==> src/rtl/dmem_pkg.sv <==
// Shared types and constants for the dmem responder and its storage array.
package dmem_pkg;

  localparam int ADDR_W          = 8;
  localparam int DATA_W          = 8;
  localparam int CNT_W           = 4;
  localparam int WAIT_CYCLES_DEF = 2;

  typedef enum logic [1:0] {
    ST_IDLE   = 2'd0,
    ST_WAIT   = 2'd1,
    ST_ACCESS = 2'd2,
    ST_RESP   = 2'd3
  } state_t;

  function automatic logic even_par(input logic [DATA_W-1:0] d);
    return ^d;
  endfunction

endpackage

==> src/rtl/dmem_array.sv <==
// Byte storage with synchronous write and registered read; parity column
// is present only when DMEM_PARITY_EN is defined.
module dmem_array
  import dmem_pkg::*;
#(
  parameter int DEPTH = 256
) (
  input  logic              clk,
  input  logic              rst,
  input  logic              en,
  input  logic              we,
  input  logic [ADDR_W-1:0] addr,
  input  logic [DATA_W-1:0] wdata,
  input  logic              inj,
  output logic [DATA_W-1:0] rdata,
  output logic              err
);

  localparam int IDX_W = (DEPTH > 1) ? $clog2(DEPTH) : 1;

  logic [DATA_W-1:0] mem [DEPTH];
  logic [IDX_W-1:0]  idx;

  assign idx = IDX_W'(32'(addr) % DEPTH);

  // Storage is deliberately not reset so contents survive rst.
  always_ff @(posedge clk) begin
    if (en && we) mem[idx] <= wdata;
  end

  // A write echoes its own data so the response carries what was stored.
  always_ff @(posedge clk or negedge rst) begin
    if (!rst)    rdata <= '0;
    else if (en) rdata <= we ? wdata : mem[idx];
  end

`ifdef DMEM_PARITY_EN
  logic par [DEPTH];

  always_ff @(posedge clk) begin
    if (en && we) par[idx] <= even_par(wdata) ^ inj;
  end

  always_ff @(posedge clk or negedge rst) begin
    if (!rst)    err <= 1'b0;
    else if (en) err <= we ? 1'b0 : (even_par(mem[idx]) != par[idx]);
  end
`else
  logic unused_inj;
  assign unused_inj = inj;
  assign err        = 1'b0;
`endif

endmodule

==> src/rtl/dmem_responder.sv <==
// Single-outstanding memory responder with programmable wait states.
// Optional parity checking is enabled by defining DMEM_PARITY_EN.
//
// state     | meaning
// ----------+-----------------------------------------------
// ST_IDLE   | ready for a request, nothing in flight
// ST_WAIT   | wait-state down-counter running
// ST_ACCESS | single cycle in which storage is read or written
// ST_RESP   | response held until the initiator takes it
module dmem_responder
  import dmem_pkg::*;
#(
  parameter int WAIT_CYCLES = WAIT_CYCLES_DEF,
  parameter int DEPTH       = 256
) (
  input  logic              clk,
  input  logic              rst,
  input  logic              req_valid,
  output logic              req_ready,
  input  logic              req_we,
  input  logic [ADDR_W-1:0] req_addr,
  input  logic [DATA_W-1:0] req_wdata,
  input  logic              err_inject,
  output logic              rsp_valid,
  input  logic              rsp_ready,
  output logic [DATA_W-1:0] rsp_rdata,
  output logic              rsp_err,
  output logic              busy
);

  localparam logic [CNT_W-1:0] WAIT_LD = CNT_W'(WAIT_CYCLES);

  state_t            state, state_nxt;
  logic [CNT_W-1:0]  cnt, cnt_nxt;
  logic              capture;
  logic              we_q, inj_q;
  logic [ADDR_W-1:0] addr_q;
  logic [DATA_W-1:0] wdata_q;
  logic              arr_err;

  always_ff @(posedge clk or negedge rst) begin
    if (!rst) begin
      state <= ST_IDLE;
      cnt   <= '0;
    end else begin
      state <= state_nxt;
      cnt   <= cnt_nxt;
    end
  end

  always_ff @(posedge clk or negedge rst) begin
    if (!rst) begin
      we_q    <= 1'b0;
      inj_q   <= 1'b0;
      addr_q  <= '0;
      wdata_q <= '0;
    end else if (capture) begin
      we_q    <= req_we;
      inj_q   <= err_inject;
      addr_q  <= req_addr;
      wdata_q <= req_wdata;
    end
  end

  always_comb begin
    state_nxt = state;
    cnt_nxt   = cnt;
    capture   = 1'b0;
    unique case (state)
      ST_IDLE: begin
        if (req_valid) begin
          capture   = 1'b1;
          cnt_nxt   = WAIT_LD;
          state_nxt = (WAIT_CYCLES == 0) ? ST_ACCESS : ST_WAIT;
        end
      end
      ST_WAIT: begin
        cnt_nxt = cnt - CNT_W'(1);
        // <= guards against a stuck zero count ever trapping the FSM here
        if (cnt <= CNT_W'(1)) state_nxt = ST_ACCESS;
      end
      ST_ACCESS: state_nxt = ST_RESP;
      ST_RESP: begin
        if (rsp_ready) state_nxt = ST_IDLE;
      end
      default: state_nxt = ST_IDLE;
    endcase
  end

  dmem_array #(
    .DEPTH(DEPTH)
  ) u_array (
    .clk  (clk),
    .rst  (rst),
    .en   (state == ST_ACCESS),
    .we   (we_q),
    .addr (addr_q),
    .wdata(wdata_q),
    .inj  (inj_q),
    .rdata(rsp_rdata),
    .err  (arr_err)
  );

  assign req_ready = rst & (state == ST_IDLE);
  assign rsp_valid = (state == ST_RESP);
  assign rsp_err   = rsp_valid & arr_err;
  assign busy      = (state != ST_IDLE);

endmodule

==> config.mk <==
export PLATFORM = sky130hd
export DESIGN_NAME = dmem_responder
export DESIGN_NICKNAME = d
export VERILOG_FILES = /design/src/rtl/dmem_pkg.sv /design/src/rtl/dmem_array.sv /design/src/rtl/dmem_responder.sv
export SDC_FILE = /design/constraint.sdc
export NUM_CORES = 2
export LEC_CHECK = 0
export ABC_CLOCK_PERIOD_IN_PS = 3900
export CELL_PAD_IN_SITES_DETAIL_PLACEMENT = 1
export CELL_PAD_IN_SITES_GLOBAL_PLACEMENT = 2
export CORE_MARGIN = 10
export CORE_UTILIZATION = 40
export CTS_BUF_LIST = sky130_fd_sc_hd__clkbuf_2 sky130_fd_sc_hd__clkbuf_4 sky130_fd_sc_hd__clkbuf_8
export CTS_CLUSTER_DIAMETER = 100
export CTS_CLUSTER_SIZE = 16
export DETAILED_ROUTE_END_ITERATION = 16
export HOLD_SLACK_MARGIN = 0.05
export PLACE_DENSITY = 0.77
export SLEW_MARGIN = 0
export SYNTH_ARGS = -nofsm -noshare
export SYNTH_HDL_FRONTEND = slang
export SYNTH_SLANG_ARGS = --single-unit
==> constraint.sdc <==
create_clock -name clk -period 3.9 [get_ports clk]
set_input_delay 0.39 -clock clk [delete_from_list [all_inputs] [get_ports clk]]
set_output_delay 0.39 -clock clk [all_outputs]
set_load 0.1 [all_outputs]
=== Yosys cells after proc, flatten, opt, wreduce, memory -nomap -nowiden ===
Memory sizes are Yosys's and may differ from the RTL's. A register that Yosys moved wholly into a read port is not among the register bits.
Cells that the tools add are included.
W data, S select, Z words.

* Multiplexer cells: 10
* Reduce and logical (&&, ||, !) cells: 7
* Add/sub/neg operators: 1
* $lt $le $gt $ge: 1
* Bitwise logic cells: 1
* Equality and inequality tests: 6

{| class="wikitable"
|+ Operators by type and width
! kind !! count
|-
| $pmux W2 S4 || 1
|-
| $pmux W4 S2 || 1
|-
| $mux W2 || 3
|-
| $eq A2 B2 Y1 const B || 2
|-
| $le A4 B1 Y1 const B || 1
|-
| $mux W1 || 4
|-
| $mux W4 || 1
|-
| $ne A2 B2 Y1 const B || 2
|-
| $reduce_bool A2 Y1 || 2
|-
| $sub A4 B1 Y4 const B || 1
|-
| $reduce_and A3 Y1 || 1
|-
| $eq A2 B1 Y1 const B || 1
|-
| $logic_not A2 Y1 || 1
|-
| $ne A2 B1 Y1 const B || 1
|-
| $reduce_and A2 Y1 || 1
|-
| $and A1 B1 Y1 || 1
|-
| $logic_and A1 B1 Y1 || 1
|-
| $logic_not A1 Y1 || 1
|}

* Output and inout port bits: 12
* Flip-flop bits (word level): 23
* Logic and storage cells: 32
* Memory bits (writable): 2048
* Memories: 1
* Input port bits: 22

{| class="wikitable"
|+ Memories
! name !! words !! bits a word !! read ports !! clocked after memory_dff !! wr ports !! RTL line !! source
|-
| u_array.mem || 256 || 8 || 1 || 1 || 1 || dmem_array.sv:21 || <nowiki>logic [DATA_W-1:0] mem [DEPTH];</nowiki>
|}

=== Depth between registers and ports, before layout ===
* Word-level depth: 4
* Mapped depth: 13
* Depth with buffers taken out: 8

=== Hierarchy ===
From an unflattened synthesis, not the netlist that was laid out.

* Cells, all modules: 3860
* Area total of the unflattened synthesis: 81240.4 sq um

{| class="wikitable"
|+ Modules (own cells, without submodules)
! module !! area an instance (sq um) !! cells an instance !! instances !! seq. area each (sq um)
|-
| dmem_array || 80038.0 || 3768 || 1 || 61699.2
|-
| dmem_responder || 1202.4 || 92 || 1 || 600.6
|}

=== Least setup slack after synthesis ===
No wires, ideal clock.

* Path kind: register -> register
* Start: register wdata_q[1]
* End: memory u_array.mem[0][1], data pin
* Path buffers: 0
* Setup slack: -100 ps
* Data arrival time: 3194 ps
* Stages on the path, launching flop included: 1
* Library setup time: 806 ps
* Period minus slack after synthesis: 4000 ps
* Required time: 3094 ps
* Cell sequence: dfrtp_1

{| class="wikitable"
|+ RTL lines
! what !! RTL line !! source
|-
| start: declaration || dmem_responder.sv:38 || <nowiki>logic [DATA_W-1:0] wdata_q;</nowiki>
|-
| start signal: assignment || dmem_responder.sv:61 || <nowiki>wdata_q <= req_wdata;</nowiki>
|-
| end: declaration || dmem_array.sv:21 ||
|}

Straight into the memory's write port.

==> results_dict.tcl <==
set metrics [dict create \
    synth_area_sq_mm 0.0811 \
    end_kind "flip-flop" \
    path_cells "buf_12 -> buf_4 -> nor2b_1 -> buf_4 -> a221oi_1 -> o21ai_0 -> or4b_1 -> a211oi_1 -> a21oi_1" \
    synth.distinct_cells 76 \
    r2r_cells 9 \
    regToRegStartpoint "addr_q[3]" \
    async_flop_share 0.0149 \
    clockRootBuffer "clkbuf_8" \
    cts.sinks 2079 \
    cp_max_fo 39 \
    cts_buffers 149 \
    ys_warn_count 0 \
    synth_area_leader_cell "edfxtp_1" \
    syn_avg_cell_area_sq_um 20.9 \
    antenna_left 0 \
    whs_ns 0.118 \
    finalSetupViolCount 0 \
    startpoint "addr_q[3]" \
    nNetsFinal 4323 \
    p_sw_mw 22.6 \
    slew-limit-headroom 0.220 \
    wl_microns 225000 \
    setup_ws_ns 0.299 \
    whs_path_depth 2 \
    numPortBuffers 31 \
    drc 0 \
    wire_per_inst_microns 32.1 \
    coreArea_sq_mm 0.202 \
    grt_pass1_vias 43300 \
    tritoncts "done" \
    hold_class "input port to flip-flop" \
    ir_drop_mv 0.552 \
    design.die.area_sq_mm 0.221 \
    crit_arrival_ns 4.44 \
    place_congestion 0.832 \
    ys_ff_latch 2079 \
    rsz0062_at_grt "no" \
    grt_antenna_before_repair 3 \
    cts_setup_buffers 0 \
    regArea_sq_mm 0.0623 \
    synth.area.top_cells "edfxtp_1 76%, mux4_2 13%, mux2i_1 1.8%" \
    overflow 0 \
    synth-seq-area-share 0.768 \
    p_per_area_mw_per_mm2 698 \
    synth-edff-count 2048 \
    p_clk_frac 0.172 \
    worstSetupStartpointType "flip-flop" \
    timing.fmax_ghz 0.278 \
    status "finished, final reports clean" \
    hpwlAfterDp_microns 148000 \
    cts_hold_buf 12 \
    pwr-share-seq 0.474 \
    viasPerCell 5.93 \
    htree_levels 4 \
    drt_first_pass_iters 5 \
    fillers 18800 \
    area_delta_synth_final_pct 11.0 \
    maxCapViolCount 0 \
    grt_pass1_wl_microns 323000 \
    p_leak_nw 28.0 \
    cp.required_ns 4.74 \
    min_period_ns 3.60 \
    place_ws_ns 0.367 \
    die_h_microns 470 \
    multi_input_area_sq_mm 0.0174 \
    intPower_mw 40.2 \
    post_cts_resized 0 \
    comb_power_share 0.355 \
    synth_common_cells "2,048 x edfxtp_1, 478 x mux4_2, 270 x nor2_1, 148 x mux2i_1, 122 x nand2_1" \
    finalHoldViolations 0 \
    p_sw_frac 0.360 \
    worst_pin_slew_ns 1.17 \
    grt_max_degree 113 \
    fin_crit_sh 0.923 \
    initial_core_util 0.401 \
    drive_above_1_share 0.275 \
    syn_inst 3883 \
    synthFlopType "edfxtp_1" \
    cpMostUsedCell "buf_4" \
    crit_slowest_cell "dfrtp_4" \
    grt.total_usage 0.199 \
    slew_viol_final 0 \
    rows 165 \
    synth_most_common_cell "edfxtp_1" \
    critPathKind "flip-flop to flip-flop" \
    clkTransAtPathRegs_ns 0.11 \
    via_count 41600 \
    skew_ns 0.0570 \
    clock_latency_ns 0.96 \
    first_iter_violations 5157 \
    synth_fp_nets 3911 \
    cts_buffer_depth 3 \
    hp-start "req_addr[2]" \
    fin_setup_tns_ns 0 \
    max_stage_delay_ns 0.84 \
    ios 34 \
    yosys.area.top_type_share 0.759 \
    die_x_microns 470 \
]
-- layout make-up --
class,instances,area share
well taps,2672,0.0372
diodes,5,0.000139
inverters,12,0.000501
multi-input cells,1554,0.193
clock buffers,189,0.0265
clock inverters,13,0.00131
repair buffers,499,0.0483
flip-flops and latches,2079,0.693
-- layer usage --
metal  GRT usage  part of all wire
met4      0.0714             0.039
met1       0.274              0.40
met2       0.325              0.48
met3      0.0286             0.074
met5           0          0.000058
-- metrics by stage --
stage          cell area, sq um  power (mW)  utilization  std cells
2_1_floorplan             81100        43.0            -       3883
3_3_place_gp              87400        51.8        0.433       6804
3_5_place_dp              87400        52.5        0.433       6804
4_1_cts                   90000        63.0        0.446       7018
5_1_grt                   90000        64.9        0.446       7019
6_report                  90000        62.8        0.446       7023
-- layout by cell type, fill, tap and decap left out, types with 13 or more instances in the layout --
| master | n |
|---|---|
| a21oi_1 | 33 |
| a22oi_1 | 31 |
| a31oi_1 | 15 |
| a32oi_1 | 16 |
| buf_12 | 40 |
| buf_4 | 417 |
| clkbuf_4 | 35 |
| clkbuf_8 | 154 |
| clkdlybuf4s50_1 | 29 |
| dfrtp_1 | 17 |
| dfrtp_4 | 13 |
| edfxtp_1 | 2048 |
| mux2_2 | 28 |
| mux2i_1 | 148 |
| mux4_2 | 478 |
| nand2_1 | 121 |
| nand3_1 | 53 |
| nor2_1 | 269 |
| nor2b_1 | 16 |
| nor3_1 | 54 |
| o21ai_0 | 29 |
| o22ai_1 | 85 |
-- critical path, delay by kind of cell, from the launching register on --
family	cells	cell delay, ns
flip-flops	1	0.84
buffers and inverters	3	0.88
AO/OA/AOI/OAI	4	0.70
AND/OR/NAND/NOR	2	0.90
-- sequential cells by signal, indices dropped and copies added, names as in the netlist --
name	flops
cnt	4
u_array.mem	2048
addr_q	8
we_q	1
u_array.rdata	8
state	2
wdata_q	8
-- cell families (layout without fill, tap and decap cells) --
| logic type | after synthesis | in the layout | synth area share |
|---|---|---|---|
| flip-flops | 2079 | 2079 | 0.768 |
| multiplexers | 656 | 656 | 0.155 |
| AND/OR/NAND/NOR | 585 | 585 | 0.0320 |
| AO/OA/AOI/OAI | 305 | 305 | 0.0261 |
| buffers and inverters | 250 | 713 | 0.0173 |
| adder cells (fa/ha/maj) | 6 | 6 | 0.000926 |
| other | 1 | 6 | 0.0000463 |
| XOR/XNOR | 1 | 1 | 0.000108 |
-- final timing paths --
path / end / slack (ns)
max in group asynchronous: addr_q[2] / 2.78
min: addr_q[2] / 0.12
max: u_array.rdata[1] / 0.30
max reg2reg: u_array.rdata[1] / 0.30
min in group asynchronous: wdata_q[2] / 0.61
min reg2reg: we_q / 0.57
-- power by group through the flow --
stage,Clock (mW),Sequential (mW),Combinational (mW)
finish,10.8,29.7,22.3
global route,11.8,29.8,23.3
CTS,11.0,29.7,22.3
detailed placement,0,30.2,22.2
global placement,0,30.1,21.7
floorplan,0,31.0,12.0
Note: power is estimated with default switching activity, not from simulation.
